### src/rtl/rvm_mem_access.sv
// Load/store/fetch memory access unit: alignment check, single-outstanding bus access,
// lane steering and load extension. Optional bus timeout under RVM_MEM_TIMEOUT_EN.
module rvm_mem_access #(
  parameter int unsigned TIMEOUT_CYCLES = 255
) (
  input  logic        clk,
  input  logic        reset,
  input  logic        ctrl_req_valid,
  output logic        ctrl_req_ready,
  input  logic        ctrl_req_write,
  input  logic [31:0] ctrl_req_addr,
  input  logic [1:0]  ctrl_req_size,
  input  logic        ctrl_req_signed,
  input  logic [31:0] ctrl_req_wdata,
  output logic        ctrl_rsp_valid,
  output logic [31:0] ctrl_rsp_rdata,
  output logic        ctrl_rsp_error,
  output logic        ctrl_rsp_misaligned,
  output logic        mem_req,
  input  logic        mem_gnt,
  output logic        mem_wen,
  output logic [31:0] mem_addr,
  output logic [3:0]  mem_strb,
  output logic [31:0] mem_wdata,
  input  logic        mem_rsp_valid,
  input  logic [31:0] mem_rdata,
  input  logic        mem_error
);

  localparam int unsigned DATA_W = 32;

  typedef enum logic [1:0] {IDLE, REQ, WAIT, RESP} state_t;

  typedef struct packed {
    logic       write;
    logic [1:0] size;
    logic       sgn;
    logic [1:0] off;
  } req_t;

  state_t              state_q, state_d;
  req_t                req_q;
  logic                accept_c;
  logic                misaligned_c;
  logic [3:0]          strb_c;
  logic [DATA_W-1:0]   wdata_c;
  logic [DATA_W-1:0]   shifted_c;
  logic [DATA_W-1:0]   load_c;
  logic [DATA_W-1:0]   rsp_rdata_d;
  logic                rsp_error_d;
  logic                rsp_mis_d;
  logic                timeout_c;

  assign ctrl_req_ready = (state_q == IDLE) && !reset;
  assign accept_c       = ctrl_req_valid && ctrl_req_ready;

  // Alignment check on the incoming request
  always_comb begin
    misaligned_c = 1'b0;
    case (ctrl_req_size)
      2'b01:   misaligned_c = ctrl_req_addr[0];
      2'b10:   misaligned_c = |ctrl_req_addr[1:0];
      2'b11:   misaligned_c = 1'b1;
      default: misaligned_c = 1'b0;
    endcase
  end

  // Byte strobes and lane-replicated store data
  always_comb begin
    strb_c  = 4'b1111;
    wdata_c = ctrl_req_wdata;
    case (ctrl_req_size)
      2'b00: begin
        strb_c  = 4'b0001 << ctrl_req_addr[1:0];
        wdata_c = {4{ctrl_req_wdata[7:0]}};
      end
      2'b01: begin
        strb_c  = 4'b0011 << {ctrl_req_addr[1], 1'b0};
        wdata_c = {2{ctrl_req_wdata[15:0]}};
      end
      default: begin
        strb_c  = 4'b1111;
        wdata_c = ctrl_req_wdata;
      end
    endcase
  end

  // Lane extraction and sign/zero extension of load data
  always_comb begin
    shifted_c = mem_rdata >> {req_q.off, 3'b000};
    load_c    = shifted_c;
    case (req_q.size)
      2'b00:   load_c = req_q.sgn ? {{24{shifted_c[7]}}, shifted_c[7:0]}
                                  : {24'd0, shifted_c[7:0]};
      2'b01:   load_c = req_q.sgn ? {{16{shifted_c[15]}}, shifted_c[15:0]}
                                  : {16'd0, shifted_c[15:0]};
      default: load_c = shifted_c;
    endcase
  end

`ifdef RVM_MEM_TIMEOUT_EN
  localparam int unsigned CNT_RAW = $clog2(TIMEOUT_CYCLES + 1);
  localparam int unsigned CNT_W   = (CNT_RAW < 8) ? 8 : CNT_RAW;

  logic [CNT_W-1:0] tmo_cnt_q;
  logic             busy_c;

  assign busy_c    = (state_q == REQ) || (state_q == WAIT);
  assign timeout_c = busy_c && (tmo_cnt_q == CNT_W'(TIMEOUT_CYCLES));

  // Saturates at the limit so a grant landing on the limit still times out in WAIT
  always_ff @(posedge clk) begin
    if (reset) begin
      tmo_cnt_q <= '0;
    end else if (!busy_c) begin
      tmo_cnt_q <= '0;
    end else if (!timeout_c) begin
      tmo_cnt_q <= tmo_cnt_q + CNT_W'(1);
    end
  end
`else
  logic unused_timeout_param;
  assign unused_timeout_param = ^TIMEOUT_CYCLES;
  assign timeout_c            = 1'b0;
`endif

  // Next-state and response payload
  always_comb begin
    state_d     = state_q;
    rsp_rdata_d = '0;
    rsp_error_d = 1'b0;
    rsp_mis_d   = 1'b0;
    case (state_q)
      IDLE: begin
        if (accept_c) begin
          if (misaligned_c) begin
            state_d   = RESP;
            rsp_mis_d = 1'b1;
          end else begin
            state_d = REQ;
          end
        end
      end
      REQ: begin
        if (mem_gnt) begin
          state_d = WAIT;
        end else if (timeout_c) begin
          state_d     = RESP;
          rsp_error_d = 1'b1;
        end
      end
      WAIT: begin
        if (mem_rsp_valid) begin
          state_d     = RESP;
          rsp_error_d = mem_error;
          rsp_rdata_d = (mem_error || req_q.write) ? '0 : load_c;
        end else if (timeout_c) begin
          state_d     = RESP;
          rsp_error_d = 1'b1;
        end
      end
      RESP:    state_d = IDLE;
      default: state_d = IDLE;
    endcase
  end

  always_ff @(posedge clk) begin
    if (reset) begin
      state_q <= IDLE;
    end else begin
      state_q <= state_d;
    end
  end

  // Registered bus and response outputs
  always_ff @(posedge clk) begin
    if (reset) begin
      req_q               <= '0;
      mem_req             <= 1'b0;
      mem_wen             <= 1'b0;
      mem_addr            <= '0;
      mem_strb            <= '0;
      mem_wdata           <= '0;
      ctrl_rsp_valid      <= 1'b0;
      ctrl_rsp_rdata      <= '0;
      ctrl_rsp_error      <= 1'b0;
      ctrl_rsp_misaligned <= 1'b0;
    end else begin
      mem_req             <= (state_d == REQ);
      ctrl_rsp_valid      <= (state_d == RESP);
      ctrl_rsp_rdata      <= rsp_rdata_d;
      ctrl_rsp_error      <= rsp_error_d;
      ctrl_rsp_misaligned <= rsp_mis_d;
      if (accept_c) begin
        req_q <= '{write: ctrl_req_write, size: ctrl_req_size,
                   sgn: ctrl_req_signed, off: ctrl_req_addr[1:0]};
        if (!misaligned_c) begin
          mem_wen   <= ctrl_req_write;
          mem_addr  <= {ctrl_req_addr[31:2], 2'b00};
          mem_strb  <= strb_c;
          mem_wdata <= wdata_c;
        end
      end
    end
  end

endmodule

### config.mk
export PLATFORM = sky130hd
export DESIGN_NAME = rvm_mem_access
export DESIGN_NICKNAME = d
export VERILOG_FILES = /design/src/rtl/rvm_mem_access.sv
export SDC_FILE = /design/constraint.sdc
export NUM_CORES = 1
export LEC_CHECK = 0
export ABC_AREA = 1
export BUFFER_PORTS_ARGS = -buffer_cell sky130_fd_sc_hd__buf_2
export CAP_MARGIN = 20
export CORE_MARGIN = 10
export CORE_UTILIZATION = 47
export CTS_CLUSTER_SIZE = 24
export DETAILED_ROUTE_END_ITERATION = 10
export MAX_ROUTING_LAYER = met4
export PLACE_DENSITY_LB_ADDON = 0.2
export SKIP_CTS_REPAIR_TIMING = 1
export SYNTH_ARGS = -nofsm -noshare
export SYNTH_HDL_FRONTEND = slang
export SYNTH_SLANG_ARGS = --single-unit
### constraint.sdc
create_clock -name clk -period 1.99 [get_ports clk]
set_clock_uncertainty 0.15 [all_clocks]
set_input_delay 0.2985 -clock clk [delete_from_list [all_inputs] [get_ports clk]]
set_output_delay 0.2985 -clock clk [all_outputs]
set_load 0.02 [all_outputs]
==> impl_metrics.yaml, run 1 <==
run_status:
  status: "complete, no violations"
clock_network:
  root_buffer: "clkbuf_8"
  tritoncts: "done"
  numCtsBuffers: 9
  clk-insertion-delay-late_ps: 360
  cts_max_level: 3
  clock_path_buffers: 2
  clk_pin_slew_ps: 100
  cts_sinks: 111
worst_setup_path:
  cpPeakStageDelay_ps: 450
  worstRegToRegCells: 8
  cp.buffers_inverters: 2
  end_kind: "flop"
  r2r_setup_slack_ps: 310
  r2r_start: "req_q[0]$_SDFFE_PP0P_"
  critPathMaxFanout: 20
  critPathLaunchType: "flop"
  crit_start: "req_q[0]$_SDFFE_PP0P_"
  critical-path-slowest-cell: "dfxtp_1"
  critPathTopFamily: "simple AND/OR/NAND/NOR gates"
  path_common_cell: "nand2_1"
  worstPathCellList: "inv_2 > nand2_1 > nand3_1 > nand2_1 > nand3_2 > nand3_1 > nand2_1 > inv_1"
  cp.arrival_ps: 1850
  worstSetupPathType: "flop to flop"
  rr_endpoint: "ctrl_rsp_rdata[22]$_SDFF_PP0_"
  required_ps: 2160
detailed_routing:
  vias: 4985
  wire_per_inst_microns: 14.9
  ant_nets: 0
  drt_iter0_drc: 470
  wirelength_mm: 15.1
  drc_errors: 0
  drt_pass1_iterations: 6
  vias_per_cell: 4.91
sta:
  slew_headroom_pct: 64.2
  grt_setup_unrepaired: "false"
  hold_viol: 0
  holdWs_ps: 28.3
  tightestPinTransition_ps: 536
  fin_crit_ps: 1680
  fin_crit_sh_pct: 84.2
  clock.fmax_mhz: 597
  setup_viol: 0
  fin_tns_setup_ps: 0
  timing.final.max_slew_violations: 0
synthesis:
  yosys_register_bits: 111
  ys_seq_area_share_pct: 46.7
  yosysWarnings: 0
  synthCells: 685
  synth_area_sq_um: 4760
  ys_types: 24
  syn_area_per_cell_sq_um: 6.94
floorplanning:
  core_area_sq_um: 9820
  num_rows: 36
  die_width_microns: 121
  design.die.area_sq_um: 14500
  die_height_microns: 121
  ioPinCount: 212
  start_util_pct: 48.4
cells_and_area:
  fill_cells: 985
  area_delta_synth_final_pct: 27.1
  nNetsFinal: 982
  drive_above_1_share_pct: 28.6
  fin_util_pct: 61.6
grt:
  grt_pass1_vias: 4911
  grt_overflow: 0
  antenna_found_initial: 1
  grt_max_degree: 68
  grt.total_usage_pct: 20.6
  grt_pass1_wl_mm: 23.9
power:
  vdd_drop_max_mv: 0.471
  clkPwrFrac_pct: 29.7
  seqPwrFrac_pct: 51.1
  intPower_w: 0.00326
  power_switching_w: 0.00139
  p_sw_share_pct: 29.9
  pwr-share-comb_pct: 19.2
  power_leakage_nw: 3.27
  pwr_density_cell_nw_per_um2: 769
placement:
  portBuffers: 209
  place.gp.congestion: 0.940
  dp_hpwl_mm: 11.8
run:
  drv_cap: 0
worst_hold_path:
  hold_path_class: "input port to flop"
  min_from: "ctrl_req_addr[23]"
  min_to: "mem_addr[23]$_SDFFE_PP0P_"
  whs_path_depth: 3
## worst max-delay path by stage
stage / endpoint / slack (ps) / cells after the start
4_1_cts: ctrl_rsp_rdata[16]$_SDFF_PP0_ / 200 / 8
3_5_place_dp: ctrl_rsp_rdata[28]$_SDFF_PP0_ / 210 / 8
3_3_place_gp: mem_wdata[30]$_SDFFE_PP0P_ / 280 / 6
2_1_floorplan: ctrl_rsp_rdata[18]$_SDFF_PP0_ / 530 / 10
5_1_grt: ctrl_rsp_rdata[19]$_SDFF_PP0_ / 140 / 8
6_report: ctrl_rsp_rdata[22]$_SDFF_PP0_ / 310 / 8
## worst register-to-register path, stage by stage (launching register included)
cell and delay [ps]:
dfxtp_1 450, inv_2 190, nand2_1 100, nand3_1 70
nand2_1 110, nand3_2 280, nand3_1 180, nand2_1 60
inv_1 40
## state kept, by name (all words and copies together) (netlist names)
| name | count |
|---|---|
| mem_req | 1 |
| ctrl_rsp_error | 1 |
| req_q | 6 |
| ctrl_rsp_valid | 1 |
| ctrl_rsp_rdata | 32 |
| mem_wen | 1 |
| mem_strb | 4 |
| mem_addr | 30 |
| state_q | 2 |
| ctrl_rsp_misaligned | 1 |
| mem_wdata | 32 |
## placed cells by master, fill, tap and decap left out, types with 2 or more instances in the layout
cell type,instances
buf_2,209
nand2_1,163
nor2_1,148
dfxtp_1,111
o21ai_0,86
inv_1,44
nand3_1,44
a21oi_1,17
buf_4,12
o211ai_1,11
clkbuf_8,10
inv_2,6
o21ai_1,2
conb_1,2
clkinvlp_4,2
## synth_stat cells
cell type  instances  area share [%]
inv_1             44             3.5
o21ai_2            1            0.18
o21ai_0           86             9.0
nand3_1           45             4.7
dfxtp_1          111              47
clkbuf_1          15             1.2
nand2_4            1            0.24
buf_6              8             1.9
o21bai_1           1            0.16
nand3_4            1            0.37
inv_2              6            0.47
conb_1             1           0.079
a21oi_1           17             1.8
nor2_2             1            0.13
nor2_8             1            0.42
buf_1              2            0.16
nor3_4             1            0.34
inv_4              1            0.13
nand2_1          163              13
o211ai_1          11             1.7
o21ai_1            2            0.21
nor2_1           148              12
buf_4              2            0.32
buf_2             16             1.7
## cell type report
cell class | instances | area [sq um] | area share (%)
multi-input combinational | 481 | 2100 | 34.7
sequential | 111 | 2220 | 36.7
clock inverter | 6 | 67.6 | 1.12
clock buffer | 10 | 138 | 2.28
timing repair buffer | 222 | 1160 | 19.1
inverter | 51 | 194 | 3.21
antenna | 1 | 2.50 | 0.0414
tap | 133 | 166 | 2.75
## layer usage
metal	wire [microns]	global-route usage, %	share of wire (%)
met5	0	-	0
met4	296	7.77	2.0
met3	1330	5.77	8.8
met2	7130	32.1	47
met1	6350	24.9	42
## metrics by stage
stage          setup slack, ps  std cells  total power [W]  instance area [sq um]
5_1_grt                    141       1015          0.00490                   6050
4_1_cts                    196       1014          0.00469                   6040
2_1_floorplan              533        686          0.00300                   4760
3_3_place_gp               278        998          0.00330                   5830
6_report                   314       1015          0.00465                   6050
3_5_place_dp               208        998          0.00332                   5830
## power groups by stage
stage	logic (W)	clock network (W)	registers, W
final	0.000892	0.00138	0.00238
after global routing	0.00100	0.00151	0.00239
after floorplan	0.000473	0	0.00252
after CTS	0.000893	0.00142	0.00238
after detailed placement	0.000890	0	0.00243
after global placement	0.000874	0	0.00242
## cells by family after synthesis
kind of cell	synth area share [%]
other cells	0.0788
flops	46.7
buf+inv	9.31
compound gates	13.1
simple gates	30.8
Note: power is estimated with default switching activity, not from simulation.
==> run 2, diff against run 1 <==
==> constraint.sdc (replaced) <==
create_clock -name clk -period 1.7 [get_ports clk]
set_clock_uncertainty 0.15 [all_clocks]
set_input_delay 0.255 -clock clk [delete_from_list [all_inputs] [get_ports clk]]
set_output_delay 0.255 -clock clk [all_outputs]
set_load 0.02 [all_outputs]
==> impl_metrics.yaml, run 2 (synthesized netlist as in run 1, its figures left out) <==
sta:
  holdWs_ps: -21.4
  setup_viol: 0
  timing.final.max_slew_violations: 0
  clock.fmax_mhz: 644
  hold_viol: 17
  tightestPinTransition_ps: 526
  fin_crit_ps: 1550
  slew_headroom_pct: 64.9
  grt_setup_unrepaired: "true"
  fin_crit_sh_pct: 91.4
  fin_tns_setup_ps: 0
placement:
  portBuffers: 209
  dp_hpwl_mm: 11.6
  place.gp.congestion: 0.960
floorplanning:
  design.die.area_sq_um: 14500
  die_height_microns: 121
  num_rows: 36
  ioPinCount: 212
  die_width_microns: 121
  core_area_sq_um: 9820
  start_util_pct: 48.4
detailed_routing:
  drt_iter0_drc: 428
  routed-wl-met2_mm: 6.94
  vias_per_cell: 4.86
  drc_errors: 0
  wirelength_mm: 14.9
  routed-wl-met3_mm: 1.26
  ant_nets: 0
  vias: 5009
  wire_per_inst_microns: 14.5
  wl_met1_mm: 6.45
  highest_layer: "met4"
  drt_pass1_iterations: 5
cells_and_area:
  regArea_sq_um: 2220
  reg_top3: "ctrl_rsp_rdata x32, mem_wdata x32, mem_addr x30"
  nNetsFinal: 997
  mostFrequentLayoutCells: "209 x buf_2, 163 x nand2_1, 148 x nor2_1"
  multiInputGateArea_sq_um: 2100
  area_delta_synth_final_pct: 30.5
  fill_cells: 954
  layout_commonest_cell: "buf_2"
  drive_above_1_share_pct: 29.1
  fin_util_pct: 63.2
clock_network:
  clk_pin_slew_ps: 100
  root_buffer: "clkbuf_8"
  numCtsBuffers: 9
  tritoncts: "done"
  cts_max_level: 3
  cts_sinks: 111
  clock_path_buffers: 2
  clk-insertion-delay-late_ps: 370
worst_setup_path:
  critPathLaunchType: "flop"
  worstRegToRegCells: 7
  critPathMaxFanout: 50
  end_kind: "flop"
  required_ps: 1820
  r2r_setup_slack_ps: 150
  cp.arrival_ps: 1670
  rr_endpoint: "mem_wdata[31]$_SDFFE_PP0P_"
  worstSetupPathType: "flop to flop"
  r2r_start: "state_q[1]$_SDFF_PP0_"
worst_hold_path:
  hold_path_class: "input port to flop"
  min_to: "mem_addr[23]$_SDFFE_PP0P_"
  whs_path_depth: 3
  min_from: "ctrl_req_addr[23]"
run_status:
  violations: "negative hold slack"
  status: "finished with violations"
power:
  power_leakage_nw: 3.34
  vdd_drop_max_mv: 0.507
  power.total_w: 0.00546
  pwr_density_cell_nw_per_um2: 880
grt:
  antenna_found_initial: 1
  grt_pass1_vias: 4862
  grt_overflow: 0
  grt_pass1_wl_mm: 23.7
  grt_max_degree: 65
  grt.total_usage_pct: 20.3
run:
  drv_cap: 0
run 2: changes by cell type in the layout (fill, tap and decap cells not counted), sizes merged:
| cell | previous run | this run |
|---|---|---|
| buf | 222 | 231 |
| clkinv | 2 | 1 |
| clkinvlp | 2 | 3 |
| dlygate4sd3 | 0 | 6 |
run 2: worst max-delay path by stage:
stage | slack [ps] | start | cells after the start | end
finish | 150 | state_q[1]$_SDFF_PP0_ | 7 | mem_wdata[31]$_SDFFE_PP0P_
global route | 3 | state_q[1]$_SDFF_PP0_ | 7 | mem_addr[14]$_SDFFE_PP0P_
CTS | 70 | req_q[0]$_SDFFE_PP0P_ | 8 | ctrl_rsp_rdata[30]$_SDFF_PP0_
detailed placement | 30 | ctrl_req_size[0] | 8 | mem_wdata[30]$_SDFFE_PP0P_
global placement | 120 | ctrl_req_size[0] | 9 | mem_addr[27]$_SDFFE_PP0P_
floorplan | 240 | req_q[0]$_SDFFE_PP0P_ | 10 | ctrl_rsp_rdata[18]$_SDFF_PP0_
run 2: stage by stage:
step / hold WS, ps / setup slack, ps / cell area, sq um / std cells
CTS: -41.5 / 74.3 / 6140 / 1023
floorplan: 174 / 243 / 4760 / 686
global placement: 302 / 119 / 5940 / 1007
detailed placement: 303 / 29.5 / 5940 / 1007
finish: -21.4 / 147 / 6210 / 1030
global route: 3.35 / 2.61 / 6210 / 1030
run 2: final cells by class:
type	instances	area share [%]
diodes	1	0.0403
multi-input cells	481	33.8
clock buffers	10	2.06
inverters	51	3.16
clock inverters	6	1.13
repair buffers	237	21.3
well taps	133	2.68
flip-flops and latches	111	35.8
run 2: critical path: stages, from the launching register on:
cell	delay, ps
dfxtp_1	340
inv_1	100
nand3_4	100
nor2_8	110
nand2_4	150
buf_12	220
o21ai_0	210
nor2_1	60
run 2: power breakdown:
group	switching (W)	internal (W)	leakage (nW)
Combinational	0.000675	0.000415	2.35
Sequential	0.0000617	0.00272	0.902
Clock	0.000902	0.000690	0.0891
Total	0.00164	0.00382	3.34
run 2: metal layers:
layer  vias to the layer above  track usage, %
li1                       2560               -
met1                      2245            24.5
met2                       183            31.4
met3                        21            6.10
met4                         0            6.94
met5                         -               -
==> run 3, diff against run 2 <==
--- a/config.mk
+++ b/config.mk
@@ -6,6 +6,7 @@
 export NUM_CORES = 1
 export LEC_CHECK = 0
 export ABC_AREA = 1
+export ABC_CLOCK_PERIOD_IN_PS = 1700
 export BUFFER_PORTS_ARGS = -buffer_cell sky130_fd_sc_hd__buf_2
 export CAP_MARGIN = 20
 export CORE_MARGIN = 10
@@ -14,6 +15,7 @@
 export DETAILED_ROUTE_END_ITERATION = 10
 export MAX_ROUTING_LAYER = met4
 export PLACE_DENSITY_LB_ADDON = 0.2
+export RECOVER_POWER = 100
 export SKIP_CTS_REPAIR_TIMING = 1
 export SYNTH_ARGS = -nofsm -noshare
 export SYNTH_HDL_FRONTEND = slang
==> impl_metrics.yaml, run 3 (synthesized netlist as in run 1, its figures left out) <==
sta:
  tightestPinTransition_ps: 512
  hold_viol: 17
  fin_crit_sh_pct: 91.4
  slew_headroom_pct: 65.9
  holdWs_ps: -21.1
  timing.final.max_slew_violations: 0
  clock.fmax_mhz: 643
  grt_setup_unrepaired: "true"
  fin_crit_ps: 1550
  setup_viol: 0
  fin_tns_setup_ps: 0
placement:
  place.gp.congestion: 0.960
  portBuffers: 209
  place_area_sq_um: 5940
  dp_hpwl_mm: 11.6
detailed_routing:
  ant_nets: 0
  wirelength_mm: 14.9
  drt_iter0_drc: 451
  vias_per_cell: 4.84
  drt_pass1_iterations: 5
  wire_per_inst_microns: 14.5
  vias: 4985
  drc_errors: 0
clock_network:
  clk-insertion-delay-late_ps: 370
  root_buffer: "clkbuf_8"
  tritoncts: "done"
  cts_sinks: 111
  cts_max_level: 3
  clk_pin_slew_ps: 100
  clock_path_buffers: 2
  numCtsBuffers: 9
floorplanning:
  design.die.area_sq_um: 14500
  core_area_sq_um: 9820
  start_util_pct: 48.4
  die_width_microns: 121
  ioPinCount: 212
  die_height_microns: 121
  num_rows: 36
worst_setup_path:
  worstSetupPathType: "flop to flop"
  required_ps: 1820
  end_kind: "flop"
  worstRegToRegCells: 7
  cp.arrival_ps: 1680
  critPathLaunchType: "flop"
  critPathMaxFanout: 50
run:
  drv_cap: 0
grt:
  grt_pass1_vias: 4862
  grt_max_degree: 65
  grt_pass1_wl_mm: 23.7
  grt_overflow: 0
  antenna_found_initial: 1
  grtUsageMet3_pct: 6.10
  grt.total_usage_pct: 20.3
  use_met1_pct: 24.5
  use_met2_pct: 31.4
  grt_most_used_layer: "met2"
cells_and_area:
  mostFrequentLayoutCells: "163 x nand2_1, 148 x nor2_1, 110 x dfxtp_1"
  layout_commonest_cell: "nand2_1"
  drive_above_1_share_pct: 18.0
  fill_cells: 1001
  area_delta_synth_final_pct: 27.9
  nNetsFinal: 997
  fin_area_sq_um: 6080
  reg_top3: "ctrl_rsp_rdata x32, mem_wdata x32, mem_addr x30"
worst_hold_path:
  hold_path_class: "input port to flop"
  whs_path_depth: 3
power:
  pwr_density_cell_nw_per_um2: 894
  power_leakage_nw: 2.91
  vdd_drop_max_mv: 0.506
run_status:
  violations: "negative hold slack"
  status: "finished with violations"
## run 3: cell types whose count changed in the layout (fill, tap and decap cells not counted)
| cell | before | now |
|---|---|---|
| buf_2 | 209 | 109 |
| clkbuf_1 | 1 | 101 |
## run 3: final cells by class
cell class              count  area, sq um  share of cell area [%]
diodes                      1         2.50                  0.0411
well taps                 133          166                    2.74
clock inverters             6         70.1                    1.15
multi-input cells         481         2100                    34.5
flip-flops and latches    111         2220                    36.5
inverters                  51          196                    3.23
clock buffers              10          128                    2.10
repair buffers            237         1200                    19.7
## run 3: power breakdown
part / leakage, nW / internal (W) / switching, W
logic: 1.92 / 0.000388 / 0.000673
clock network: 0.0891 / 0.000690 / 0.000906
registers: 0.902 / 0.00272 / 0.0000644
total: 2.91 / 0.00380 / 0.00164
## run 3: worst max-delay path, stage by stage, from the launching register on
cell and delay [ps]:
dfxtp_1 340, inv_1 100, nand3_4 100, nor2_8 110, nand2_4 150, buf_12 220, o21ai_0 210, nor2_1 60
## run 3: metrics by stage
step	power (W)	utilization, %	setup slack (ps)	std cells
after floorplan	0.00351	-	243	686
after global placement	0.00389	60.5	119	1007
after detailed placement	0.00391	60.5	29.5	1007
after CTS	0.00549	62.5	74.3	1023
after global routing	0.00573	62.0	2.61	1030
final	0.00544	62.0	146	1030
## run 3: routing by layer
metal	wire length (microns)	share of wire, %
met1	6450	43
met2	6880	46
met3	1340	9.0
met4	225	1.5
met5	0	0
## run 3: worst paths after layout
path / from / slack [ps] / end
max: state_q[1]$_SDFF_PP0_ / 150 / mem_wdata[31]$_SDFFE_PP0P_
min: ctrl_req_addr[23] / -20 / mem_addr[23]$_SDFFE_PP0P_
max reg2reg: state_q[1]$_SDFF_PP0_ / 150 / mem_wdata[31]$_SDFFE_PP0P_
min reg2reg: mem_strb[1]$_SDFFE_PP0P_ / 320 / mem_strb[1]$_SDFFE_PP0P_
